## src/rtl/execute_muldiv_sequencer_pkg.sv

```systemverilog
// Shared types and constants for the RV32M multiply/divide sequencer.
package execute_muldiv_sequencer_pkg;

  localparam int unsigned MULDIV_ITER = 32;
  localparam int unsigned CNT_W       = 6;

  // funct3 encoding of the M-extension ops
  typedef enum logic [2:0] {
    OP_MUL    = 3'b000,
    OP_MULH   = 3'b001,
    OP_MULHSU = 3'b010,
    OP_MULHU  = 3'b011,
    OP_DIV    = 3'b100,
    OP_DIVU   = 3'b101,
    OP_REM    = 3'b110,
    OP_REMU   = 3'b111
  } muldiv_op_t;

  typedef enum logic [1:0] {
    S_IDLE = 2'd0,
    S_MUL  = 2'd1,
    S_DIV  = 2'd2,
    S_DONE = 2'd3
  } muldiv_state_t;

  // Execute-stage control word; is_muldiv selects the sequencer result over the ALU
  typedef struct packed {
    logic is_muldiv;
  } control_type;

  // rs1 is treated as signed by everything except the fully unsigned ops
  function automatic logic op_a_signed(muldiv_op_t op);
    return (op != OP_MULHU) && (op != OP_DIVU) && (op != OP_REMU);
  endfunction

  // rs2 is signed only for MUL, MULH, DIV and REM
  function automatic logic op_b_signed(muldiv_op_t op);
    return (op == OP_MUL) || (op == OP_MULH) || (op == OP_DIV) || (op == OP_REM);
  endfunction

endpackage

```

## src/rtl/execute_muldiv_sequencer.sv

```systemverilog
// Iterative RV32M multiply/divide sequencer: shift-add multiply, restoring divide,
// sign correction on exit and single-cycle resolution of divide special cases.
module execute_muldiv_sequencer
  import execute_muldiv_sequencer_pkg::*;
#(
  parameter int unsigned XLEN = 32
) (
  input  logic            clk,
  input  logic            rst,
  input  logic            start,
  input  logic [2:0]      op,
  input  logic [XLEN-1:0] operand_a,
  input  logic [XLEN-1:0] operand_b,
  input  logic            flush,
  output logic            stall,
  output logic            done,
  output logic [XLEN-1:0] result
);

  localparam int unsigned ACC_W = 2 * XLEN;

  muldiv_state_t    state_q, state_d;
  muldiv_op_t       op_q, op_d;
  logic [ACC_W-1:0] acc_q, acc_d;     // {hi,lo}: product, or {rem,quot}
  logic [XLEN-1:0]  opnd_q, opnd_d;   // multiplicand |a| or divisor |b|
  logic [CNT_W-1:0] cnt_q, cnt_d;
  logic             sign_a_q, sign_a_d;
  logic             sign_b_q, sign_b_d;
  logic             special_q, special_d;

  muldiv_op_t       op_in;
  logic [XLEN-1:0]  abs_a, abs_b;
  logic [XLEN:0]    sum_c;
  logic [XLEN:0]    rem_sh;
  logic             rem_ge;
  logic [XLEN-1:0]  rem_sub;
  logic [CNT_W-1:0] cnt_dec;
  logic [ACC_W-1:0] prod;
  logic [XLEN-1:0]  quot, rem;
  logic [XLEN-1:0]  sel_res;
  logic             in_sa, in_sb;
  logic             is_min_a, is_neg1_b;

  assign op_in = muldiv_op_t'(op);

  // State and datapath registers
  always_ff @(posedge clk or negedge rst) begin
    if (!rst) begin
      state_q   <= S_IDLE;
      op_q      <= OP_MUL;
      acc_q     <= '0;
      opnd_q    <= '0;
      cnt_q     <= '0;
      sign_a_q  <= 1'b0;
      sign_b_q  <= 1'b0;
      special_q <= 1'b0;
    end else begin
      state_q   <= state_d;
      op_q      <= op_d;
      acc_q     <= acc_d;
      opnd_q    <= opnd_d;
      cnt_q     <= cnt_d;
      sign_a_q  <= sign_a_d;
      sign_b_q  <= sign_b_d;
      special_q <= special_d;
    end
  end

  // Next-state and iteration datapath
  always_comb begin
    state_d   = state_q;
    op_d      = op_q;
    acc_d     = acc_q;
    opnd_d    = opnd_q;
    cnt_d     = cnt_q;
    sign_a_d  = sign_a_q;
    sign_b_d  = sign_b_q;
    special_d = special_q;

    in_sa     = op_a_signed(op_in) & operand_a[XLEN-1];
    in_sb     = op_b_signed(op_in) & operand_b[XLEN-1];
    abs_a     = in_sa ? XLEN'(~operand_a + XLEN'(1)) : operand_a;
    abs_b     = in_sb ? XLEN'(~operand_b + XLEN'(1)) : operand_b;
    is_min_a  = (operand_a == {1'b1, {(XLEN-1){1'b0}}});
    is_neg1_b = (operand_b == {XLEN{1'b1}});

    sum_c   = {1'b0, acc_q[ACC_W-1:XLEN]} + {1'b0, opnd_q};
    rem_sh  = acc_q[ACC_W-1:XLEN-1];
    rem_ge  = (rem_sh >= {1'b0, opnd_q});
    rem_sub = XLEN'(rem_sh - {1'b0, opnd_q});
    cnt_dec = cnt_q - CNT_W'(1);

    case (state_q)
      S_IDLE: begin
        if (start && !flush) begin
          op_d      = op_in;
          sign_a_d  = in_sa;
          sign_b_d  = in_sb;
          cnt_d     = CNT_W'(MULDIV_ITER);
          special_d = 1'b0;
          if (op_in[2] && (operand_b == '0)) begin
            // divide by zero: all ones for quotient, dividend for remainder
            special_d = 1'b1;
            acc_d     = {{XLEN{1'b0}}, (op_in[1] ? operand_a : {XLEN{1'b1}})};
            state_d   = S_DONE;
          end else if (op_in[2] && !op_in[0] && is_min_a && is_neg1_b) begin
            // signed overflow: quotient is the dividend, remainder is zero
            special_d = 1'b1;
            acc_d     = {{XLEN{1'b0}}, (op_in[1] ? {XLEN{1'b0}} : operand_a)};
            state_d   = S_DONE;
          end else if (op_in[2]) begin
            acc_d   = {{XLEN{1'b0}}, abs_a};
            opnd_d  = abs_b;
            state_d = S_DIV;
          end else begin
            acc_d   = {{XLEN{1'b0}}, abs_b};
            opnd_d  = abs_a;
            state_d = S_MUL;
          end
        end
      end
      S_MUL: begin
        acc_d = acc_q[0] ? {sum_c, acc_q[XLEN-1:1]} : {1'b0, acc_q[ACC_W-1:1]};
        cnt_d = cnt_dec;
        if (cnt_dec == '0) state_d = S_DONE;
      end
      S_DIV: begin
        acc_d = rem_ge ? {rem_sub, acc_q[XLEN-2:0], 1'b1}
                       : {rem_sh[XLEN-1:0], acc_q[XLEN-2:0], 1'b0};
        cnt_d = cnt_dec;
        if (cnt_dec == '0) state_d = S_DONE;
      end
      S_DONE: begin
        state_d = S_IDLE;
      end
      default: state_d = S_IDLE;
    endcase

    if (flush) begin
      state_d = S_IDLE;
      cnt_d   = '0;
    end
  end

  // Sign correction and result selection from registered state
  always_comb begin
    prod    = (sign_a_q ^ sign_b_q) ? (~acc_q + ACC_W'(1)) : acc_q;
    quot    = (sign_a_q ^ sign_b_q) ? XLEN'(~acc_q[XLEN-1:0] + XLEN'(1)) : acc_q[XLEN-1:0];
    rem     = sign_a_q ? XLEN'(~acc_q[ACC_W-1:XLEN] + XLEN'(1)) : acc_q[ACC_W-1:XLEN];
    sel_res = '0;
    if (special_q) begin
      sel_res = acc_q[XLEN-1:0];
    end else begin
      case (op_q)
        OP_MUL:                      sel_res = prod[XLEN-1:0];
        OP_MULH, OP_MULHSU, OP_MULHU: sel_res = prod[ACC_W-1:XLEN];
        OP_DIV, OP_DIVU:             sel_res = quot;
        OP_REM, OP_REMU:             sel_res = rem;
        default:                     sel_res = '0;
      endcase
    end
    done   = (state_q == S_DONE);
    result = done ? sel_res : '0;
    stall  = ((state_q == S_IDLE) && start && !flush) || (state_q == S_MUL) || (state_q == S_DIV);
  end

endmodule

```

## config.mk

```make
export PLATFORM = sky130hd
export DESIGN_NAME = execute_muldiv_sequencer
export DESIGN_NICKNAME = d
export VERILOG_FILES = /design/src/rtl/execute_muldiv_sequencer_pkg.sv /design/src/rtl/execute_muldiv_sequencer.sv
export SDC_FILE = /design/constraint.sdc
export NUM_CORES = 1
export LEC_CHECK = 0
export ABC_AREA = 1
export CAP_MARGIN = 20
export CORE_ASPECT_RATIO = 1.2
export CORE_MARGIN = 8
export CORE_UTILIZATION = 30
export CTS_CLUSTER_DIAMETER = 100
export DETAILED_ROUTE_END_ITERATION = 16
export DONT_BUFFER_PORTS = 1
export GPL_TIMING_DRIVEN = 0
export SETUP_SLACK_MARGIN = 0.02
export SYNTH_ARGS = -nofsm -noshare
export SYNTH_HDL_FRONTEND = slang
export SYNTH_SLANG_ARGS = --single-unit
export TNS_END_PERCENT = 5
```

## constraint.sdc

```tcl
create_clock -name clk -period 2.5 [get_ports clk]
set_input_delay 0.25 -clock clk [delete_from_list [all_inputs] [get_ports clk]]
set_output_delay 0.25 -clock clk [all_outputs]
set_load 0.02 [all_outputs]
```

==> results.md, run 1 <==
* Synth warn at 0
* Clock Skew at 0.0208 ns
* Failing checks: negative hold slack, negative setup slack
* Fmax at 0.337 GHz
* Initial antenna violation count at 0
* CP Capture Type: output pin
* Delay of the slowest critical-path stage at roughly 0.5 ns
* Pwr Density at between 1000 and 1500 nW/um^2
* Rel. slew slack at 50.0%
* Root Driver: clkbuf_16
* Vias/cell at 5.45
* Placed insts at 4208
* ANT cells at 0
* Synthesis-to-layout area growth at 15.6%
* Fin crit period at about 3.0 ns
* Register bit count reported by yosys at 110
* CTS tree: yes
* Sequential power share at 16.0%
* Vias at 23180
* Largest net degree at the start of global routing at 111
* Mean Syn Cell Area at 5.28 sq um
* Endpoints failing setup at 64
* Area leader, netlist: nand2_1
* Die width at 239 um
* Slew @ Worst Pin at approximately 0.74 ns
* Share of cells above drive strength 1 at between 10 and 15%
* Final Wtd Congestion at 1.04
* Maximum capacitance violations at 0
* # DRC at 0
* Buffers on Ports at 0
* Clk buf depth at 2
* Grt ovf at 0
* Initial core utilization at 30.2%
* Routed Antenna Nets at 0
* Hold Crit Class: in2async
* NetSw at approximately 15000 uW
* Critical path's slowest cell: dfrtp_1
* Leakage at around 0.010 uW
* Yosys cell types at 49
* Synth Cell Area at 18000 sq um
* Clk sink count at 110
* CP required at approximately 2.3 ns
* Yosys top cell area share at 25.0%
* Mapped Cells at 3408
* Combinational power share at between 70% and 80%
* Final nets at about 3600
* First-pass GRT wire length at 134000 um
* Final worst slack at -0.472 ns
* WL final at 89900 um
* Slew Viols, Final at 0
* Hold Buf Count CTS at 1
* RSZ-0062 raised after global routing: true
* Non-Filler Instances at 4255
* Worst-skew pair later-pin latency at ~0.4 ns
* Standard-cell rows at 98
* Hold Slack at -0.439 ns
* Dominant synthesized flop cell: dfrtp_1
* Dpl hpwl at around 74000 um
* Vias in the first global route at 21841
* CP Launch Type: register
* Final worst path period share at 119%
* CP top delay family: compound AO/OA/AOI/OAI gates
* Status: finished with violations
* Crit-path max FO at 10
* Core ar. at 59500 sq um
* Post-placement cell area at 19000 sq um
* Full die area at approximately 68000 sq um
* Syn nets at 3557
* Sequential share of the synthesized area at between 15 and 20%
* Design Area, Final at 20800 sq um
* Crit path cell chain: nand2_1 -> inv_1 -> clkbuf_2 -> a21oi_1 -> o21ai_0 -> o211ai_1 -> a21oi_2
* Hold Vio Cnt, Final at between 100 and 150
* Final core occ at 34.9%
* Internal Pwr Total at approximately 8800 uW
* Total Routing Usage GR at 25.6%
* Arrival @ worst endpoint at 2.72 ns
* WS Path Type: reg2out
* Clock Pin Slew Worst Setup and Hold Paths at 0.10 ns
* Critical path buffers and inverters at 2
* Iteration-0 DRC count of the detailed router at between 2000 and 2500
* Synth area leaders: nand2_1, dfrtp_1, nand3_1
* Net Sw Frac at between 60% and 70%
* Num CTS Buffers at 9
* Die Ht at 284 um
* I/O pins at 105
* Clk pwr share at 6.7%
* Avg WL per Cell at 21.1 um
* Peak supply drop at about 590 uV
* Number of synthesized flops with an enable pin at 0
* Ys async rst share at 100%
* First-pass DRT Iterations at 6
* CTS H-Tree Depth at 3
-- state kept, by name, indices dropped and copies added (netlist names) --
name,count
acc_q,64
cnt_q,6
op_q,3
opnd_q,32
sign_a_q,1
sign_b_q,1
special_q,1
state_q,2
-- placed cells by master (no fill, tap or decap), types with 17 or more instances in the layout --
master / instances
nand3_1: 325
nor2_4: 23
nand3_2: 18
nor2_1: 340
nor2_2: 43
dfrtp_2: 53
ha_1: 59
buf_4: 36
nand4_1: 41
xor2_1: 34
a221oi_1: 25
clkbuf_1: 58
nand2_1: 1170
dfrtp_1: 57
a21oi_4: 20
nand2_2: 23
inv_2: 24
buf_2: 24
a21oi_1: 179
nor3_1: 29
nand3b_1: 17
o21ai_1: 28
xnor2_1: 22
o211ai_1: 26
o21ai_0: 189
inv_1: 397
-- layer usage --
| metal | GRT usage [%] | part of all wire [%] | wire length (um) |
|---|---|---|---|
| met5 | 0 | 0 | 0 |
| met4 | 17.4 | 7.9 | 7100 |
| met3 | 3.39 | 6.9 | 6200 |
| met2 | 42.5 | 46 | 41400 |
| met1 | 30.2 | 39 | 35200 |
-- cells by family (layout without fill, tap and decap cells) --
group / after synthesis / in the layout / synth area share, %
DFF: 110 / 110 / 15.3
adders and majority gates: 78 / 78 / 5.51
xor gates and xnor gates: 59 / 59 / 2.87
buffers and inverters: 561 / 608 / 12.3
muxes: 1 / 1 / 0.0557
AOI/OAI and AO/OA: 529 / 529 / 16.3
and+or+nand+nor: 2070 / 2070 / 47.7
-- worst reg2reg max path: cells and delay by family, from the launching register on --
kind | cells | cell delay (ns)
flops | 1 | 0.55
simple gates | 12 | 1.40
buf+inv | 1 | 0.22
fa+ha+maj | 1 | 0.46
compound gates | 1 | 0.09
-- power groups by stage --
stage	clock network [uW]	logic, uW	registers [uW]
6_report	1620	18700	3850
5_1_grt	1670	20200	3860
4_1_cts	1620	17500	3720
3_5_place_dp	0	16200	3590
3_3_place_gp	0	16100	3590
2_1_floorplan	0	11100	3000
-- final timing paths --
check / to / slack, ns / from / cells past startpoint
setup / recovery: result[15] / -0.47 / op_q[2] / 7
hold / removal: opnd_q[16] / -0.44 / rst / 0
setup reg to reg: acc_q[43] / -0.32 / acc_q[41] / 15
hold reg to reg: sign_b_q / 0.53 / sign_b_q / 2
max in group asynchronous: acc_q[46] / 2.65 / rst / 0
min in group clk: opnd_q[0] / 0.08 / operand_b[0] / 2
-- Yosys cell counts, drive strengths merged (24+ instances only) --
cell / number
clkbuf: 71
nand2: 1200
ha: 76
xnor2: 24
a221oi: 25
a21oi: 202
nand3: 350
o21ai: 223
dfrtp: 110
xor2: 35
buf: 50
nand4: 41
o211ai: 26
nor3: 39
inv: 435
nor2: 406
-- through the flow --
step | power, uW | TNS (ns) | worst slack, ns
global placement | 19700 | -51.19 | -1.32
detailed placement | 19800 | -49.74 | -1.30
finish | 24100 | -15.84 | -0.472
floorplan | 14100 | -0.146 | -0.0405
global route | 25700 | -22.28 | -0.507
CTS | 22800 | -15.84 | -0.444
-- what timing repair did --
action,CTS,global route
pin swaps,21,23
cloned,0,0
buffers inserted,19,13
endpoints found under the hold margin,111,110
gates resized for setup,229,123
setup endpoints to repair,69,66
-- final cells by class --
| cell class | instances | area [sq um] |
|---|---|---|
| clock buffers | 9 | 225 |
| fillers | 6935 | 38700 |
| plain buffers | 119 | 611 |
| flip-flops and latches | 110 | 2820 |
| inverters | 440 | 1700 |
| multi-input cells | 2737 | 14100 |
| clock inverters | 7 | 96.3 |
| repair buffers | 33 | 258 |
| well taps | 800 | 1000 |
Power figures use the tool's default switching activity.
==> run 2: changes to the inputs <==
BUFFER_PORTS_ARGS = -buffer_cell sky130_fd_sc_hd__buf_2   (was unset)
DONT_BUFFER_PORTS = unset   (was 1)
==> run 2 against run 1 <==
Against the previous run:
- the flow finishes with violations (negative setup slack)
- total power decreased by 1.1%
- final cell count increased by 2.6%
- first-iteration DRC count increased by 1.6%
- worst hold slack improved by 0.61 ns
- sequential share of layout area decreased by 0.29 points
- critical path depth increased by 6
- design area increased by 2.0%
- non-clock buffer count increased by 109
- global-route usage decreased by 0.14 points
- maximum frequency decreased by 2.7%
- sequential power decreased by 2%
- sequential cell count unchanged
- largest power group unchanged
==> results.md, run 2 (synthesis results as in run 1) <==
* Status: finished with violations
* Failing checks: negative setup slack
* Delay of the slowest critical-path stage at 0.47 ns (-0.03 ns)
* Core ar. at 59500 sq um (unchanged)
* Share of cells above drive strength 1 at 12.8% (+1.7 points)
* CTS H-Tree Depth at 3 (unchanged)
* First-pass DRT Iterations at 6 (unchanged)
* Pwr Density at 1130 nW/um^2 (-3.0%)
* RSZ-0062 raised after global routing: true
* Routed Antenna Nets at 0 (unchanged)
* Vias/cell at 5.39 (-1.0%)
* Clk buf depth at 2 (unchanged)
* Final Wtd Congestion at 1.03 (-1.6%)
* Largest net degree at the start of global routing at 77 (-31%)
* Maximum capacitance violations at 0 (unchanged)
* Design Power at 23900 uW (-1.1%)
* Leakage at 0.0110 uW (+4.8%)
* Fin crit period at 3.05 ns (+0.0824 ns)
* Sequential power share at 15.8% (-0.2 points)
* Clk pwr share at 6.7% (about the same)
* Setup WS pre-CTS at -1.22 ns (+0.0814 ns)
* Slew @ Worst Pin at 0.806 ns (+0.0631 ns)
* CP Launch Type: register
* CP required at 2.25 ns (about the same)
* Arrival @ worst endpoint at 2.80 ns (+0.08 ns)
* Dpl hpwl at 73500 um (-0.95%)
* Avg WL per Cell at 20.3 um (-3.8%)
* Vias at 23531 (+1.5%)
* Hold Crit Class: in2reg
* Largest Register: acc_q
* Final worst slack at -0.554 ns (-0.0824 ns)
* CP Capture Type: output pin
* Crit-path max FO at 5 (-5)
* Hold Vio Cnt, Final at 0 (-100%)
* Clock Pin Slew Worst Setup and Hold Paths at 0.10 ns (about the same)
* Worst-skew pair later-pin latency at 0.39 ns (about the same)
* ANT cells at 0 (unchanged)
* Commonest non-fill, non-tap cell in the layout: nand2_1
* Vias in the first global route at 22240 (+1.8%)
* Multi-input logic area at 13800 sq um (-1.7%)
* Layout fillers at 6820 (-1.7%)
* Crit path cell chain: inv_2 -> nand2_1 -> nor2_1 -> nand2_2 -> nor3_4 -> buf_4 -> nand3b_1 -> nand2_2 -> nand2_1 -> nand3_1 -> nand3_2 -> a21oi_2 -> buf_4
* Final worst path period share at 122% (+3.3 points)
* Clock Skew at 0.0232 ns (+0.00234 ns)
* Clk sink count at 110 (unchanged)
* Register area at 2810 sq um (-0.18%)
* Largest regs: acc_q: 64 flops, opnd_q: 32 flops, cnt_q: 6 flops
* Peak supply drop at 575 uV (-2.6%)
* Final nets at 3708 (+3.0%)
* First-pass GRT wire length at 134000 um (-0.10%)
* Design Area, Final at 21200 sq um (+2.0%)
* Hold Slack at 0.169 ns (+0.608 ns)
* Setup TNS at -20.27 ns (-4.43 ns)
* Synthesis-to-layout area growth at 17.9%
* WS Path Type: reg2out
* Die width at 239 um (unchanged)
* I/O pins at 105 (unchanged)
* # DRC at 0 (unchanged)
* Initial core utilization at 30.2% (unchanged)
* Die Ht at 284 um (unchanged)
* Most frequent cells in the layout: nand2_1, inv_1, nor2_1
* Combinational power share at 77.4% (about the same)
* Initial antenna violation count at 1 (+1)
* Iteration-0 DRC count of the detailed router at 2264 (+1.6%)
* Full die area at 68100 sq um (unchanged)
* Net Sw Frac at 62.8% (-0.60 points)
* Critical path's slowest cell: dfrtp_1
* Rel. slew slack at 45.7% (-4.3 points)
* Root Driver: clkbuf_16
* Post-placement cell area at 19500 sq um (+2.8%)
* Num CTS Buffers at 9 (unchanged)
* Buffers on Ports at 101 (+101)
* Max reg flops at 64 (unchanged)
* WL final at 88700 um (-1.4%)
* Grt ovf at 0 (unchanged)
* CTS tree: yes
* Internal Pwr Total at 8870 uW (+0.54%)
* Slew Viols, Final at 0 (unchanged)
* Fmax at 0.327 GHz (-2.7%)
* NetSw at 15000 uW (-2.0%)
* Endpoints failing setup at 66 (+3.1%)
* Standard-cell rows at 98 (unchanged)
* Total Routing Usage GR at 25.4% (-0.14 points)
==> run 2: cell types whose count changed in the layout (fill, tap and decap cells not counted), sizes merged <==
cell	previous run	this run
buf	80	191
clkbuf	80	78
==> run 2: worst paths after layout <==
| kind | from | end | slack [ns] | cells past startpoint |
|---|---|---|---|---|
| max | acc_q[16] | result[9] | -0.55 | 13 |
| min in group asynchronous | rst | opnd_q[5] | 0.37 | 2 |
| min | op[0] | op_q[0] | 0.17 | 3 |
| min reg2reg | sign_b_q | sign_b_q | 0.55 | 2 |
| max reg2reg | acc_q[35] | acc_q[48] | -0.34 | 16 |
| max in group asynchronous | rst | acc_q[31] | 1.37 | 3 |
==> run 2: critical path: cells and delay by family, from the launching register on <==
family / cells / cell delay, ns
and+or+nand+nor: 9 / 1.22
AOI/OAI and AO/OA: 1 / 0.21
DFF: 1 / 0.47
buffers and inverters: 3 / 0.51
==> run 2: area by class of cell <==
cell class | instances | share of cell area (%)
Buffer | 119 | 2.88
Clock buffer | 9 | 1.06
Clock inverter | 7 | 0.455
Inverter | 440 | 7.96
Multi-Input combinational cell | 2737 | 65.2
Sequential cell | 110 | 13.3
Tap cell | 800 | 4.72
Timing Repair Buffer | 142 | 4.42
==> run 2: per-layer routing <==
layer / GRT usage [%] / wire length [um]
met1: 30.9 / 35100
met5: 0 / 13
met4: 16.5 / 6810
met2: 41.9 / 40700
met3: 3.02 / 6100
==> run 2: per-stage QoR <==
stage,cells,util [%]
finish,4364,35.6
global placement,4309,32.8
detailed placement,4310,32.9
floorplan,3408,-
CTS,4342,34.6
global route,4364,35.6
==> run 2: repair_timing <==
action                     in CTS  in global routing
setup endpoints to repair      69                124
setup buffers                  16                 25
hold endpoints to repair       34                  0
pin swaps                      13                 42
resized for setup             160                146
hold buffers                    1                  0
==> run 2: power groups by stage <==
stage / Combinational (uW) / Clock, uW / Sequential (uW)
finish: 18500 / 1600 / 3780
CTS: 17100 / 1620 / 3680
floorplan: 11100 / 0 / 3000
global placement: 16200 / 0 / 3590
detailed placement: 16300 / 0 / 3590
global route: 20100 / 1690 / 3810
